## src/rtl/dispatch_arbiter.sv

```systemverilog
// Round-robin issue arbiter from per-warp dispatchers into a one-entry registered operand-collector stage (1-cycle latency).
// Holds when the collector stalls and refills on the drain edge; completions are routed back combinationally.
module dispatch_arbiter #(
  parameter int  NumWarps        = 8,
  parameter int  NumTags         = 8,
  parameter int  PcWidth         = 32,
  parameter int  WarpWidth       = 32,
  parameter int  RegIdxWidth     = 6,
  parameter int  OperandsPerInst = 2,
  parameter type inst_t          = logic [31:0],
  localparam int WidWidth        = (NumWarps > 1) ? $clog2(NumWarps) : 1,
  localparam int TagWidth        = (NumTags > 1) ? $clog2(NumTags) : 1
) (
  input  logic                                                   clk_i,
  input  logic                                                   rst_ni,
  input  logic [NumWarps-1:0]                                    disp_valid_i,
  output logic [NumWarps-1:0]                                    disp_ready_o,
  input  logic [NumWarps-1:0][TagWidth-1:0]                      disp_tag_i,
  input  logic [NumWarps-1:0][PcWidth-1:0]                       disp_pc_i,
  input  logic [NumWarps-1:0][WarpWidth-1:0]                     disp_act_mask_i,
  input  inst_t [NumWarps-1:0]                                   disp_inst_i,
  input  logic [NumWarps-1:0][RegIdxWidth-1:0]                   disp_dst_i,
  input  logic [NumWarps-1:0][OperandsPerInst-1:0]               disp_operands_required_i,
  input  logic [NumWarps-1:0][OperandsPerInst-1:0][RegIdxWidth-1:0] disp_operands_i,
  input  logic                                                   opc_ready_i,
  output logic                                                   opc_valid_o,
  output logic [WidWidth-1:0]                                    opc_warp_id_o,
  output logic [TagWidth-1:0]                                    opc_tag_o,
  output logic [PcWidth-1:0]                                     opc_pc_o,
  output logic [WarpWidth-1:0]                                   opc_act_mask_o,
  output inst_t                                                  opc_inst_o,
  output logic [RegIdxWidth-1:0]                                 opc_dst_o,
  output logic [OperandsPerInst-1:0]                             opc_operands_required_o,
  output logic [OperandsPerInst-1:0][RegIdxWidth-1:0]            opc_operands_o,
  input  logic                                                   eu_valid_i,
  input  logic [WidWidth-1:0]                                    eu_warp_id_i,
  input  logic [TagWidth-1:0]                                    eu_tag_i,
  output logic [NumWarps-1:0]                                    disp_eu_valid_o,
  output logic [TagWidth-1:0]                                    disp_eu_tag_o
);

  typedef struct packed {
    logic [TagWidth-1:0]                          tag;
    logic [PcWidth-1:0]                           pc;
    logic [WarpWidth-1:0]                         act_mask;
    inst_t                                        inst;
    logic [RegIdxWidth-1:0]                       dst;
    logic [OperandsPerInst-1:0]                   opreq;
    logic [OperandsPerInst-1:0][RegIdxWidth-1:0]  operands;
  } payload_t;

  payload_t            opc_q, opc_d;
  logic                opc_valid_q, opc_valid_d;
  logic [WidWidth-1:0] wid_q, wid_d;
  logic [WidWidth-1:0] ptr_q, ptr_d;

  logic                accept, handshake;
  logic                hi_found, lo_found;
  logic [WidWidth-1:0] hi_idx, lo_idx, gnt_idx;

  assign accept = !opc_valid_q || opc_ready_i;

  // Lowest requester at or above ptr wins; otherwise wrap to the lowest requester overall.
  always_comb begin
    hi_found = 1'b0;
    hi_idx   = '0;
    lo_found = 1'b0;
    lo_idx   = '0;
    for (int i = NumWarps - 1; i >= 0; i--) begin
      if (disp_valid_i[i]) begin
        lo_found = 1'b1;
        lo_idx   = WidWidth'(i);
        if (WidWidth'(i) >= ptr_q) begin
          hi_found = 1'b1;
          hi_idx   = WidWidth'(i);
        end
      end
    end
  end

  assign gnt_idx   = hi_found ? hi_idx : lo_idx;
  assign handshake = accept && lo_found;

  always_comb begin
    disp_ready_o = '0;
    for (int i = 0; i < NumWarps; i++) begin
      disp_ready_o[i] = handshake && (gnt_idx == WidWidth'(i));
    end
  end

  always_comb begin
    opc_valid_d = opc_valid_q;
    opc_d       = opc_q;
    wid_d       = wid_q;
    ptr_d       = ptr_q;
    if (handshake) begin
      opc_valid_d    = 1'b1;
      wid_d          = gnt_idx;
      opc_d.tag      = disp_tag_i[gnt_idx];
      opc_d.pc       = disp_pc_i[gnt_idx];
      opc_d.act_mask = disp_act_mask_i[gnt_idx];
      opc_d.inst     = disp_inst_i[gnt_idx];
      opc_d.dst      = disp_dst_i[gnt_idx];
      opc_d.opreq    = disp_operands_required_i[gnt_idx];
      opc_d.operands = disp_operands_i[gnt_idx];
      // Wrap at NumWarps, not at the pointer's binary range.
      ptr_d = (gnt_idx == WidWidth'(NumWarps - 1)) ? '0 : gnt_idx + 1'b1;
    end else if (opc_ready_i) begin
      opc_valid_d = 1'b0;
    end
  end

  always_ff @(posedge clk_i or negedge rst_ni) begin
    if (!rst_ni) begin
      opc_valid_q <= 1'b0;
      opc_q       <= '0;
      wid_q       <= '0;
      ptr_q       <= '0;
    end else begin
      opc_valid_q <= opc_valid_d;
      opc_q       <= opc_d;
      wid_q       <= wid_d;
      ptr_q       <= ptr_d;
    end
  end

  assign opc_valid_o             = opc_valid_q;
  assign opc_warp_id_o           = wid_q;
  assign opc_tag_o               = opc_q.tag;
  assign opc_pc_o                = opc_q.pc;
  assign opc_act_mask_o          = opc_q.act_mask;
  assign opc_inst_o              = opc_q.inst;
  assign opc_dst_o               = opc_q.dst;
  assign opc_operands_required_o = opc_q.opreq;
  assign opc_operands_o          = opc_q.operands;

  // Out-of-range completion ids match no dispatcher.
  always_comb begin
    disp_eu_valid_o = '0;
    for (int w = 0; w < NumWarps; w++) begin
      disp_eu_valid_o[w] = eu_valid_i && (eu_warp_id_i == WidWidth'(w));
    end
  end
  assign disp_eu_tag_o = eu_tag_i;

  a_ready_onehot: assert property (@(posedge clk_i) disable iff (!rst_ni)
    $onehot0(disp_ready_o));
  a_payload_stable: assert property (@(posedge clk_i) disable iff (!rst_ni)
    (opc_valid_q && !opc_ready_i) |=> (opc_valid_q && $stable(opc_q) && $stable(wid_q)));
  a_eu_wid_legal: assert property (@(posedge clk_i) disable iff (!rst_ni)
    eu_valid_i |-> (int'(eu_warp_id_i) < NumWarps));

endmodule

```

## config.mk

```make
export PLATFORM = sky130hd
export DESIGN_NAME = dispatch_arbiter
export DESIGN_NICKNAME = d
export VERILOG_FILES = /design/src/rtl/dispatch_arbiter.sv
export SDC_FILE = /design/constraint.sdc
export NUM_CORES = 1
export LEC_CHECK = 0
export BUFFER_PORTS_ARGS = -buffer_cell sky130_fd_sc_hd__buf_4
export CORE_AREA = 10 10 430 432
export CTS_CLUSTER_SIZE = 16
export DETAILED_ROUTE_END_ITERATION = 8
export DIE_AREA = 0 0 440 442
export GPL_TIMING_DRIVEN = 0
export MAX_ROUTING_LAYER = met4
export SETUP_SLACK_MARGIN = 0.05
export SLEW_MARGIN = 20
export SYNTH_ARGS = -nofsm -noshare
export SYNTH_HDL_FRONTEND = slang
export SYNTH_SLANG_ARGS = --single-unit
```

## constraint.sdc

```tcl
create_clock -name clk_i -period 2.57 [get_ports clk_i]
set_clock_uncertainty 0.2 [all_clocks]
set_input_delay 0.3855 -clock clk_i [delete_from_list [all_inputs] [get_ports clk_i]]
set_output_delay 0.3855 -clock clk_i [all_outputs]
set_load 0.03 [all_outputs]
```

Word level (Yosys, flattened, before mapping)
Cells that the tools add are included.
{"block": "totals", "regBits": 126, "elab_cells": 123}
{"block": "op_classes", "magnitude_cmp": 9, "addsub": 1, "n_eq_ne": 14, "n_reduce_logical": 22, "muxes": 66}
{"operator": "32-bit binary-select mux with 3-bit select", "count": 3}
{"operator": "32-bit 2-to-1 mux", "count": 3}
{"operator": "3-bit 2-to-1 mux", "count": 27}
{"operator": "12-bit binary-select mux with 3-bit select", "count": 1}
{"operator": "1-bit 2-to-1 mux", "count": 26}
{"operator": "3-bit == test (second input constant)", "count": 8}
{"operator": "6-bit binary-select mux with 3-bit select", "count": 1}
{"operator": "1-bit logical AND", "count": 17}
{"operator": "3-bit by 2-bit == test with 1-bit output (second input constant)", "count": 4}
{"operator": "3-bit >= comparator (first input constant)", "count": 4}
{"operator": "12-bit 2-to-1 mux", "count": 1}
{"operator": "3-bit binary-select mux with 3-bit select", "count": 1}
{"operator": "2-bit binary-select mux with 3-bit select", "count": 1}
{"operator": "3-bit by 1-bit == test with 1-bit output (second input constant)", "count": 2}
{"operator": "1-bit by 3-bit >= comparator with 1-bit output (first input constant)", "count": 2}
{"operator": "2-bit by 3-bit >= comparator with 1-bit output (first input constant)", "count": 2}
{"operator": "3-bit logical NOT", "count": 2}
{"operator": "6-bit 2-to-1 mux", "count": 1}
{"operator": "3-bit by 4-bit < comparator with 1-bit output (second input constant)", "count": 1}
{"operator": "3-bit by 1-bit adder with 3-bit output (second input constant)", "count": 1}
{"operator": "2-bit 2-to-1 mux", "count": 1}
{"operator": "2-bit nonzero test", "count": 1}
{"operator": "1-bit logical NOT", "count": 1}
{"operator": "1-bit logical OR", "count": 1}

Depth between registers and ports, before layout
{"block": "logic_depth", "ltp_word": 20, "mapped_depth": 11}

Worst setup path after synthesis
OpenSTA, ideal clock, no wires.
{"block": "synth_timing", "path_type": "reg-to-output", "from": "register ptr_q[2]", "to": "output port disp_ready_o[3]", "path_buffers": 3, "stages_incl_launch_ff": 11, "setup_slack_ps": -127, "required_time_ps": 1984, "arrival_time_ps": 2111, "cell_sequence": "dfrtp_1 > buf_2 > nand3_2 > a21o_1 > o21ai_2 > a21oi_2 > buf_2 > buf_4 > ha_1 > nand2_1 > nor2_1"}
{"block": "synth_via", "elab_chain_len": 20, "elab_cells_between_ends": 43, "classes_between": "8 x order compare; 1 x eq/ne; 33 x mux; 1 x reduce/logical"}
{"item": "from (decl)", "line": "55", "source": "logic [WidWidth-1:0] ptr_q, ptr_d;"}
{"item": "from (signal assigned)", "line": "123", "source": "ptr_q <= ptr_d;"}
{"item": "3-bit >= comparator", "line": "73", "source": "if (WidWidth'(i) >= ptr_q) begin"}
{"item": "3-bit 2-to-1 mux or 1-bit 2-to-1 mux (tied branches)", "line": "73"}
{"item": "3-bit 2-to-1 mux or 1-bit 2-to-1 mux (tied branches)", "line": "70", "source": "if (disp_valid_i[i]) begin"}
{"item": "3-bit 2-to-1 mux or 1-bit 2-to-1 mux (tied branches)", "line": "73"}
{"item": "3-bit 2-to-1 mux or 1-bit 2-to-1 mux (tied branches)", "line": "70"}
{"item": "3-bit 2-to-1 mux or 1-bit 2-to-1 mux (tied branches)", "line": "73"}
{"item": "3-bit 2-to-1 mux or 1-bit 2-to-1 mux (tied branches)", "line": "70"}
{"item": "3-bit 2-to-1 mux or 1-bit 2-to-1 mux (tied branches)", "line": "73"}
{"item": "(+5 left out)"}
{"item": "3-bit 2-to-1 mux or 1-bit 2-to-1 mux (tied branches)", "line": "73"}
{"item": "3-bit 2-to-1 mux or 1-bit 2-to-1 mux (tied branches)", "line": "70"}
{"item": "3-bit 2-to-1 mux or 1-bit 2-to-1 mux (tied branches)", "line": "73"}
{"item": "3-bit 2-to-1 mux or 1-bit 2-to-1 mux (tied branches)", "line": "70"}
{"item": "3-bit 2-to-1 mux *", "line": "81", "source": "assign gnt_idx = hi_found ? hi_idx : lo_idx;"}
{"item": "via gnt_idx[1]", "line": "59", "source": "logic [WidWidth-1:0] hi_idx, lo_idx, gnt_idx;"}
{"item": "3-bit by 2-bit == test with 1-bit output *", "line": "87", "source": "disp_ready_o[i] = handshake && (gnt_idx == WidWidth'(i));"}
{"item": "1-bit logical AND *", "line": "87"}
{"item": "to (decl)", "line": "17", "source": "output logic [NumWarps-1:0] disp_ready_o,"}
Mark *: on every way through the listed nets, which the timed path passes. The rest lies on a longest branch.

Worst setup path in the final report
{"block": "layout_timing", "from": "register ptr_q[2]", "to": "output port disp_ready_o[5]"}
{"block": "layout_via", "elab_chain_len": 20, "elab_cells_between_ends": 43, "classes_between": "8 x order compare; 1 x eq/ne; 33 x mux; 1 x reduce/logical"}
{"item": "3-bit >= comparator", "line": "73"}
{"item": "3-bit 2-to-1 mux or 1-bit 2-to-1 mux (tied branches)", "line": "73"}
{"item": "3-bit 2-to-1 mux or 1-bit 2-to-1 mux (tied branches)", "line": "70"}
{"item": "3-bit 2-to-1 mux or 1-bit 2-to-1 mux (tied branches)", "line": "73"}
{"item": "3-bit 2-to-1 mux or 1-bit 2-to-1 mux (tied branches)", "line": "70"}
{"item": "3-bit 2-to-1 mux or 1-bit 2-to-1 mux (tied branches)", "line": "73"}
{"item": "3-bit 2-to-1 mux or 1-bit 2-to-1 mux (tied branches)", "line": "70"}
{"item": "3-bit 2-to-1 mux or 1-bit 2-to-1 mux (tied branches)", "line": "73"}
{"item": "(+5 left out)"}
{"item": "3-bit 2-to-1 mux or 1-bit 2-to-1 mux (tied branches)", "line": "73"}
{"item": "3-bit 2-to-1 mux or 1-bit 2-to-1 mux (tied branches)", "line": "70"}
{"item": "3-bit 2-to-1 mux or 1-bit 2-to-1 mux (tied branches)", "line": "73"}
{"item": "3-bit 2-to-1 mux or 1-bit 2-to-1 mux (tied branches)", "line": "70"}
{"item": "3-bit 2-to-1 mux *", "line": "81"}
{"item": "via gnt_idx[1]", "line": "59"}
{"item": "3-bit == test *", "line": "87"}
{"item": "1-bit logical AND *", "line": "87"}
Marked as above.

==> results_dict.tcl <==
set metrics [dict create \
    synthCells 914 \
    antenna_found_initial 76 \
    viasPerCell 3.33 \
    tns_ns -51.47 \
    root_buffer "clkbuf_16" \
    maxSlewHeadroom_pct 35.9 \
    peakVddDrop_mv 0.511 \
    clock_sink_count 126 \
    syn_area_sq_mm 0.0114 \
    clock_power_share_pct 8.1 \
    rsz0062_at_grt "yes" \
    comb_power_share_pct 81.2 \
    cts_tree "done" \
    row_count 154 \
    num-nets-final 3125 \
    clkTransAtPathRegs_ns 0.08 \
    hold_viol_final 0 \
    endpoint_kind "output pin" \
    overflow 0 \
    fin_ws_ns -0.540 \
    htree_levels 4 \
    hp-class "in -> reg" \
    p_leak_uw 0.0113 \
    p_total_uw 33200 \
    swShare_pct 50.6 \
    synth_ff_type "dfrtp_1" \
    tightest_slew_ns 0.962 \
    violations "setup timing" \
    synth_nets 1888 \
    status "finished, violations left" \
    synth-edff-count 0 \
    maxCapViolCount 0 \
    area.growth.synth_to_final_pct 130 \
    yosysWarningCount 0 \
    power_per_cell_area_mw_per_mm2 1260 \
    ios 1112 \
    path_class "reg -> out" \
    core_sq_mm 0.176 \
    ant_nets 0 \
    dp_hpwl_um 154000 \
    avgSynthCellArea_sq_um 12.5 \
    io_buffers 1108 \
    p_sw_uw 16800 \
    place_area_sq_mm 0.0228 \
    worstPathArrival_ns 2.52 \
    clockBufferDepth 2 \
    seqPwrFrac_pct 10.7 \
    critPathMaxFanout 7 \
    fin_crit_sh_pct 121 \
    first_global_vias 16077 \
    grt_pass1_wl_um 207000 \
    final_area_sq_mm 0.0263 \
    slew_violations 0 \
    worstPathRequired_ns 1.98 \
    setup_violations 127 \
    utilization_pct 15.0 \
    ys_seq_area_share_pct 27.7 \
    whs_ns 0.0841 \
    intPower_uw 16400 \
    fp.dieH_um 442 \
    finalCriticalPeriod_ns 3.11 \
    layout-drive-gt1-share_pct 79.3 \
    async_flop_share_pct 100 \
    grt_usage_pct 17.4 \
    clk_latency_ns 0.50 \
    grt_max_degree 66 \
    numCtsBuffers 17 \
    initial_core_util_pct 6.49 \
    die_x_um 440 \
    synth.distinct_cells 38 \
    num_vias 15051 \
    drt_iter0_markers 996 \
    post-route-drc-count 0 \
    gp_congestion 1.00 \
    wire_per_inst_um 38.7 \
    finalWirelength_um 175000 \
    ys_ff_latch 126 \
    die_area_sq_mm 0.194 \
    max_freq_mhz 322 \
    start_kind "flop" \
    drt_first_pass_iters 5 \
]
## synthesized netlist by cell type, types with 2 or more instances
cell type | count | area (sq um)
mux4_1 | 11 | 289
dfrtp_1 | 126 | 3150
o21ai_1 | 3 | 15.0
buf_2 | 53 | 265
a22oi_1 | 119 | 893
nor2_1 | 21 | 78.8
mux4_2 | 227 | 5110
o21ai_0 | 4 | 20.0
and2_1 | 2 | 12.5
inv_1 | 5 | 18.8
o21bai_1 | 2 | 15.0
nand3_1 | 2 | 10.0
and3_1 | 2 | 12.5
buf_6 | 10 | 113
clkbuf_1 | 26 | 97.6
nor3_1 | 2 | 10.0
nor2b_1 | 2 | 12.5
a21oi_1 | 4 | 20.0
nand2_1 | 259 | 972
buf_4 | 8 | 60.1
nand2b_1 | 6 | 37.5
ha_1 | 4 | 50.1
## path summary, 6_finish.rpt
check	startpoint	end	slack, ns	depth (start not counted)
max	ptr_q[2]	disp_ready_o[5]	-0.54	13
min	disp_operands_required_i[14]	opc_operands_required_o[0]	0.08	4
max reg2reg	ptr_q[2]	opc_act_mask_o[4]	-0.53	13
min reg2reg	opc_act_mask_o[21]	opc_act_mask_o[21]	0.27	2
max in group asynchronous	rst_ni	opc_inst_o[0]	1.03	3
min in group asynchronous	rst_ni	opc_pc_o[2]	0.21	2
## critical path, stage by stage, from the launching register on
cell and delay, ns:
dfrtp_1 0.35, buf_6 0.14, nand3_4 0.09, a21o_1 0.20, o21ai_2 0.17, a21oi_4 0.08, buf_12 0.15, buf_16 0.14
buf_12 0.14, inv_8 0.06, ha_4 0.13, nand2_4 0.06, nor2_2 0.15, buf_6 0.15
## stage by stage
step | setup slack (ns) | instances
after floorplan | -0.0658 | 914
after global placement | -2.70 | 4362
after detailed placement | -2.02 | 4366
after CTS | -0.567 | 4431
after global routing | -0.681 | 4512
final | -0.540 | 4518
## cell families after synthesis
family | after synthesis | synth area share (%)
buf+inv | 102 | 4.86
simple gates | 299 | 10.3
mux | 239 | 47.5
fa+ha+maj | 4 | 0.439
compound gates | 143 | 9.24
xor+xnor | 1 | 0.0768
flops | 126 | 27.7
## power groups by stage
stage          Combinational, uW  Sequential, uW  Clock (uW)
2_1_floorplan               8690            5380           0
6_report                   27000            3560        2680
3_3_place_gp               21400            3540           0
5_1_grt                    28300            3670        2890
3_5_place_dp               21400            3580           0
4_1_cts                    24600            3560        2840
## what timing repair did
item                       in CTS  in global routing
hold endpoints to repair       65                  0
buffers inserted               29                 68
hold buffers                    2                  0
pin swaps                      33                 70
gates resized for setup       249                163
setup endpoints to repair     132                130
gates cloned                    4                  8
## registers in the layout, indices dropped and copies added, names as in the netlist
| signal | count |
|---|---|
| opc_act_mask_o | 32 |
| opc_dst_o | 6 |
| opc_inst_o | 32 |
| opc_operands_o | 12 |
| opc_operands_required_o | 2 |
| opc_pc_o | 32 |
| opc_tag_o | 3 |
| opc_valid_o | 1 |
| opc_warp_id_o | 3 |
| ptr_q | 3 |
## final cells by class
class	count	area (sq um)
Inverter	5	28.8
Buffer	93	1160
Antenna cell	15	37.5
Tap cell	2340	2930
Multi-Input combinational cell	686	8400
Clock inverter	12	113
Clock buffer	19	443
Sequential cell	126	3160
Fill cell	19906	149000
Timing Repair Buffer	1222	10000
## routing by layer
metal | up-vias | global-route usage (%) | share of wire [%]
li1 | 6180 | - | -
met1 | 7903 | 20.9 | 42
met2 | 824 | 30.2 | 51
met3 | 144 | 3.56 | 5.7
met4 | 0 | 2.71 | 1.9
met5 | - | - | 0
## cells in the final DEF (no fill, tap or decap), types with 15 or more instances in the layout
cell type,netlist,layout
mux4_2,227,238
nand2_1,259,255
a22oi_2,0,118
buf_4,8,1148
buf_6,10,40
dfrtp_1,126,124
clkbuf_16,0,25
buf_16,0,20
buf_8,0,17
buf_12,0,43
diode_2,0,15
Note: power is estimated with default switching activity, not from simulation.
